## src/rtl/alu_result_if.sv

```systemverilog
// Handshake bundle between the ALU, the result stage and writeback.
// master = surrounding environment (ALU producer + writeback consumer), slave = result stage.
interface alu_result_if #(
    parameter int DATA_W = 32,
    parameter int TAG_W  = 5
);
    logic              in_valid;
    logic              in_ready;
    logic [DATA_W-1:0] in_dout;
    logic              in_cout;
    logic [2:0]        in_control;
    logic [TAG_W-1:0]  in_tag;
    logic              out_valid;
    logic              out_ready;
    logic [DATA_W-1:0] out_data;
    logic [TAG_W-1:0]  out_tag;

    modport master (
        output in_valid, in_dout, in_cout, in_control, in_tag, out_ready,
        input  in_ready, out_valid, out_data, out_tag
    );

    modport slave (
        input  in_valid, in_dout, in_cout, in_control, in_tag, out_ready,
        output in_ready, out_valid, out_data, out_tag
    );
endinterface

```

## src/rtl/alu_result_stage.sv

```systemverilog
// Two-entry result buffer between the ALU and writeback; updates status
// flags and a retired-result counter as entries are popped.
module alu_result_stage #(
    parameter int DATA_W = 32,
    parameter int TAG_W  = 5,
    parameter int CNT_W  = 16
) (
    input  logic             clk,
    input  logic             rst,
    alu_result_if.slave      bus,
    output logic             flag_z,
    output logic             flag_n,
    output logic             flag_c,
    output logic [CNT_W-1:0] retired_cnt
);
    typedef enum logic [1:0] {EMPTY, ONE, FULL} state_t;

    state_t            state;
    logic              wr_ptr;
    logic              rd_ptr;
    logic              ready_q;
    logic              valid_q;

    // Carry-class bit is decoded at push time so only it needs storing.
    logic [DATA_W-1:0] mem_data [2];
    logic [TAG_W-1:0]  mem_tag  [2];
    logic              mem_cout [2];
    logic              mem_cls  [2];

    logic push;
    logic pop;

    assign push = bus.in_valid && ready_q;
    assign pop  = valid_q && bus.out_ready;

    assign bus.in_ready  = ready_q;
    assign bus.out_valid = valid_q;
    assign bus.out_data  = mem_data[rd_ptr];
    assign bus.out_tag   = mem_tag[rd_ptr];

    always_ff @(posedge clk or posedge rst) begin
        if (rst) begin
            state       <= EMPTY;
            wr_ptr      <= 1'b0;
            rd_ptr      <= 1'b0;
            ready_q     <= 1'b1;
            valid_q     <= 1'b0;
            flag_z      <= 1'b0;
            flag_n      <= 1'b0;
            flag_c      <= 1'b0;
            retired_cnt <= '0;
            // NOTE: the buffer is cleared on reset so out_data/out_tag read 0
            // after reset; a plain RAM without reset would expose stale data.
            for (int i = 0; i < 2; i++) begin
                mem_data[i] <= '0;
                mem_tag[i]  <= '0;
                mem_cout[i] <= 1'b0;
                mem_cls[i]  <= 1'b0;
            end
        end else begin
            // NOTE: all state here uses non-blocking assignments so every read
            // in this block sees pre-edge values regardless of statement order.
            case (state)
                EMPTY: begin
                    if (push) begin
                        state   <= ONE;
                        valid_q <= 1'b1;
                    end
                end
                ONE: begin
                    if (push && !pop) begin
                        state   <= FULL;
                        ready_q <= 1'b0;
                    end else if (!push && pop) begin
                        state   <= EMPTY;
                        valid_q <= 1'b0;
                    end
                end
                FULL: begin
                    if (pop) begin
                        state   <= ONE;
                        ready_q <= 1'b1;
                    end
                end
                default: begin
                    state   <= EMPTY;
                    ready_q <= 1'b1;
                    valid_q <= 1'b0;
                end
            endcase

            if (push) begin
                mem_data[wr_ptr] <= bus.in_dout;
                mem_tag[wr_ptr]  <= bus.in_tag;
                mem_cout[wr_ptr] <= bus.in_cout;
                mem_cls[wr_ptr]  <= (bus.in_control[2:1] == 2'b00);
                wr_ptr           <= ~wr_ptr;
            end

            if (pop) begin
                rd_ptr      <= ~rd_ptr;
                flag_z      <= (mem_data[rd_ptr] == '0);
                flag_n      <= mem_data[rd_ptr][DATA_W-1];
                if (mem_cls[rd_ptr]) begin
                    flag_c <= mem_cout[rd_ptr];
                end
                retired_cnt <= retired_cnt + CNT_W'(1);
            end
        end
    end
endmodule

```

## src/flat_wrapper.sv

```systemverilog
// flat-port wrapper written by rule: the top's interface ports become plain ports
module alu_result_stage_flat 
#(
    parameter int DATA_W = 32,
    parameter int TAG_W  = 5,
    parameter int CNT_W  = 16
)
  (clk, rst, flag_z, flag_n, flag_c, retired_cnt, bus_in_valid, bus_in_dout, bus_in_cout, bus_in_control, bus_in_tag, bus_out_ready, bus_in_ready, bus_out_valid, bus_out_data, bus_out_tag);
  alu_result_if #(.DATA_W(DATA_W), .TAG_W(TAG_W)) bus_i ();
  input  logic clk;
  input  logic rst;
  output logic flag_z;
  output logic flag_n;
  output logic flag_c;
  output logic [CNT_W-1:0] retired_cnt;
  input wire logic [$bits(bus_i.in_valid)-1:0] bus_in_valid;
  input wire logic [$bits(bus_i.in_dout)-1:0] bus_in_dout;
  input wire logic [$bits(bus_i.in_cout)-1:0] bus_in_cout;
  input wire logic [$bits(bus_i.in_control)-1:0] bus_in_control;
  input wire logic [$bits(bus_i.in_tag)-1:0] bus_in_tag;
  input wire logic [$bits(bus_i.out_ready)-1:0] bus_out_ready;
  output wire logic [$bits(bus_i.in_ready)-1:0] bus_in_ready;
  output wire logic [$bits(bus_i.out_valid)-1:0] bus_out_valid;
  output wire logic [$bits(bus_i.out_data)-1:0] bus_out_data;
  output wire logic [$bits(bus_i.out_tag)-1:0] bus_out_tag;
  assign bus_i.in_valid = bus_in_valid;
  assign bus_i.in_dout = bus_in_dout;
  assign bus_i.in_cout = bus_in_cout;
  assign bus_i.in_control = bus_in_control;
  assign bus_i.in_tag = bus_in_tag;
  assign bus_i.out_ready = bus_out_ready;
  assign bus_in_ready = bus_i.in_ready;
  assign bus_out_valid = bus_i.out_valid;
  assign bus_out_data = bus_i.out_data;
  assign bus_out_tag = bus_i.out_tag;
  alu_result_stage #(.DATA_W(DATA_W), .TAG_W(TAG_W), .CNT_W(CNT_W)) u_core (.clk(clk), .rst(rst), .bus(bus_i), .flag_z(flag_z), .flag_n(flag_n), .flag_c(flag_c), .retired_cnt(retired_cnt));
endmodule
```

## config.mk

```make
export PLATFORM = sky130hd
export DESIGN_NAME = alu_result_stage_flat
export DESIGN_NICKNAME = d
export VERILOG_FILES = /design/src/rtl/alu_result_if.sv /design/src/rtl/alu_result_stage.sv /design/src/flat_wrapper.sv
export SDC_FILE = /design/constraint.sdc
export NUM_CORES = 1
export LEC_CHECK = 0
export CORE_ASPECT_RATIO = 1.2
export CORE_MARGIN = 1.5
export CORE_UTILIZATION = 50
export CTS_CLUSTER_DIAMETER = 200
export CTS_CLUSTER_SIZE = 24
export DETAILED_ROUTE_END_ITERATION = 12
export PLACE_DENSITY_LB_ADDON = 0.1
export SLEW_MARGIN = 20
export SYNTH_ARGS = -nofsm -noshare
export SYNTH_HDL_FRONTEND = slang
export SYNTH_SLANG_ARGS = --single-unit
```

## constraint.sdc

```tcl
create_clock -name clk -period 3.3 [get_ports clk]
set_input_delay 0.33 -clock clk [delete_from_list [all_inputs] [get_ports clk]]
set_output_delay 0.33 -clock clk [all_outputs]
set_load 0.05 [all_outputs]
```

==> reports/metrics.cfg <==
[synthesis]
synth.cell_area_um2=4629
synthMuxAreaShare=0.2843
synth_cell_type_count=38
synth_compound_area_frac=0.02595
postSynthAreaPerCell_um2=13.74
synth_top_family_by_area=multiplexers
synth-adder-area-share=0.002703
ys_seq_area_frac=0.5570
synthFlopType=dfrtp_1
async_flop_share=1.000
synth-simple-area-share=0.07432
yosys_warnings=0
synth_nets=383
synthCells=337
synth-seq-cells=103
synth-edff-count=0
synth-xor-area-share=0.03027

[critical_path]
reg2reg_depth=5
crit_start=u_core.rd_ptr
path_buf_inv=2
path_max_fanout=26
start_kind=register
reg2reg_from=u_core.rd_ptr
cp_top_family=buffers and inverters
crit_type=reg -> out
cp_slowest_stage_delay_ns=0.75
arrival_ns=2.46
required_ns=2.97
r2r-end=u_core.flag_z
crit_slowest_cell=dfrtp_2
endpoint_kind=output port
crit_chain=buf_12 -> mux2_2 -> clkdlybuf4s50_1
r2r_setup_slack_ns=1.08

[drt]
viasPerCell=5.418
met2_length_mm=4.495
drt_wl_total_mm=9.180
wire_per_inst_um=16.33
final_antenna_net_count=0
highest_layer=met4
m1WireLength_mm=4.192
drtPass1Iterations=4
drcViolationCount=0
met3WireLength_um=368
drt_first_iter_violations=113
vias=3045

[finish]
regArea_um2=2580
n_antenna_cell=0
multi_input_area_um2=1938
drive_above_1_share=0.3122
syn2layout_area_growth_pct=29.19
fill_cells=728
num-nets-final=483

[status]
status=completed

[floorplan]
io_pins=103
core_area_um2=9034
die_area_um2=9848
die_w_um=90.84
initial_core_util=0.5125
die_h_um=108.4
rows=38

[clock_tree]
clock_latency_ns=0.35
cts_buffers=9
cts_buffer_depth=2
clock-root-buffer=clkbuf_8
cts-resized-gates=0
htree_levels=3
cts_tree=done
postCtsSetupBuffers=0
path_clk_slew_ns=0.10
cts.sinks=103
hold_buffers=0

[sta]
min_period_over_period=0.8446
drv_slew=0
tightestPinTransition_ns=1.098
hold_viol=0
fin_skew_ns=0.01241
relSlewSlack=0.2682
min_period_ns=2.787
max_freq_mhz=358.8
fin_setup_tns_ns=0
setup_violations=0
hold_ws_ns=0.4298
rsz0062_at_grt=no

[power_and_ir_drop]
p_per_area_nw_per_um2=378.2
p_leak_uw=0.002916
irDropWorstVdd_v=0.0002322

[grt]
grt_max_degree=56
antenna_found_initial=0
grtUsageTotal=0.1944
grt_pass1_wl_mm=15.12
gr-total-overflow=0
grt_pass1_vias=3175

[placement]
hpwl_mm=6.314
place.gp.congestion=0.7565
io_buffers=101

[min_path]
worstHoldPathType=in -> async

[flow_run]
max-cap-violations=0

==> final cells by class <==
type | count | area share
flip-flops and latches | 103 | 0.4314
multi-input cells | 215 | 0.3241
repair buffers | 105 | 0.1782
well taps | 120 | 0.02510
clock buffers | 12 | 0.02259
clock inverters | 4 | 0.01632
inverters | 3 | 0.002301
==> worst register-to-register path, delay by kind of cell (launching register included) <==
kind / cells / cell delay (ns)
AO/OA/AOI/OAI: 2 / 0.40
buffers and inverters: 1 / 0.28
flip-flops: 1 / 0.75
AND/OR/NAND/NOR: 2 / 0.71
==> Yosys cell counts (2+ instances only) <==
| library cell | number | area share |
|---|---|---|
| or4b_1 | 2 | 0.0043 |
| o31ai_1 | 4 | 0.0065 |
| nor4_1 | 5 | 0.0068 |
| buf_6 | 5 | 0.012 |
| a21oi_1 | 2 | 0.0022 |
| inv_1 | 3 | 0.0024 |
| and3_1 | 3 | 0.0041 |
| o21ai_0 | 5 | 0.0054 |
| buf_2 | 4 | 0.0043 |
| xor2_1 | 5 | 0.0095 |
| mux2_2 | 112 | 0.27 |
| nand2_1 | 16 | 0.013 |
| xnor2_1 | 11 | 0.021 |
| nand4_1 | 4 | 0.0054 |
| clkbuf_1 | 3 | 0.0024 |
| dfrtp_1 | 102 | 0.55 |
| mux2i_1 | 4 | 0.0086 |
| buf_1 | 3 | 0.0024 |
| or4_1 | 6 | 0.0097 |
| o22ai_1 | 3 | 0.0041 |
| nor3_1 | 4 | 0.0043 |
| nor2_1 | 8 | 0.0065 |
| nand3_1 | 8 | 0.0086 |
==> worst max-delay path by stage <==
| stage | endpoint | depth (start not counted) |
|---|---|---|
| detailed placement | u_core.mem_data[45] | 4 |
| floorplan | u_core.bus.out_valid | 1 |
| global placement | bus_out_data[15] | 3 |
| CTS | bus_out_data[15] | 3 |
| finish | bus_out_data[15] | 3 |
| global route | bus_out_data[15] | 3 |
==> per-stage QoR <==
stage | utilization | setup WS [ns] | area (um^2) | total power (uW) | std cells
finish | 0.6621 | 0.5127 | 5981 | 2262 | 562
global route | 0.6621 | 0.4211 | 5981 | 2342 | 562
floorplan | - | 0.2678 | 4629 | 1306 | 337
global placement | 0.6363 | 0.8911 | 5748 | 1375 | 546
CTS | 0.6621 | 0.4813 | 5981 | 2289 | 562
detailed placement | 0.6363 | 0.8868 | 5748 | 1377 | 546
==> placed cells by master (no fill, tap or decap), drive strengths merged, types with 2 or more instances in the layout <==
cell type,count
a21oi,2
nand3,8
nor4,6
or4b,2
xnor2,11
inv,3
bufinv,3
mux2i,4
and3,3
nor3,4
buf,4
dfrtp,102
nor2,8
clkbuf,12
clkdlybuf4s50,101
o31ai,5
o22ai,3
nand2,17
o21ai,5
xor2,5
mux2,113
nand4,4
or4,6
==> metal layers <==
layer / up-vias / global-route usage
met2: 67 / 0.3335
li1: 1422 / -
met3: 13 / 0.03868
met5: - / 0
met1: 1543 / 0.2461
met4: 0 / 0.06920
==> sequential cells by signal, indices dropped and copies added (netlist names) <==
name / count
u_core.mem_data: 64
u_core.retired_cnt: 16
u_core.mem_tag: 10
u_core.mem_cls: 2
u_core.mem_cout: 2
u_core.state: 2
u_core.bus.in_ready: 1
u_core.bus.out_valid: 1
u_core.flag_c: 1
u_core.flag_n: 1
u_core.flag_z: 1
u_core.rd_ptr: 1
u_core.wr_ptr: 1
==> logic make-up after synthesis <==
kind of cell / after synthesis
buffers and inverters: 19
DFF: 103
xor gates and xnor gates: 16
adders and majority gates: 1
AOI/OAI and AO/OA: 18
muxes: 117
and+or+nand+nor: 63
==> power by group <==
part	total, uW	internal (uW)	switching [uW]
sequential	1260	1260	0
combinational	88.6	49.1	39.5
clock	912	506	407
total	2260	1820	446
Power figures use the tool's default switching activity.
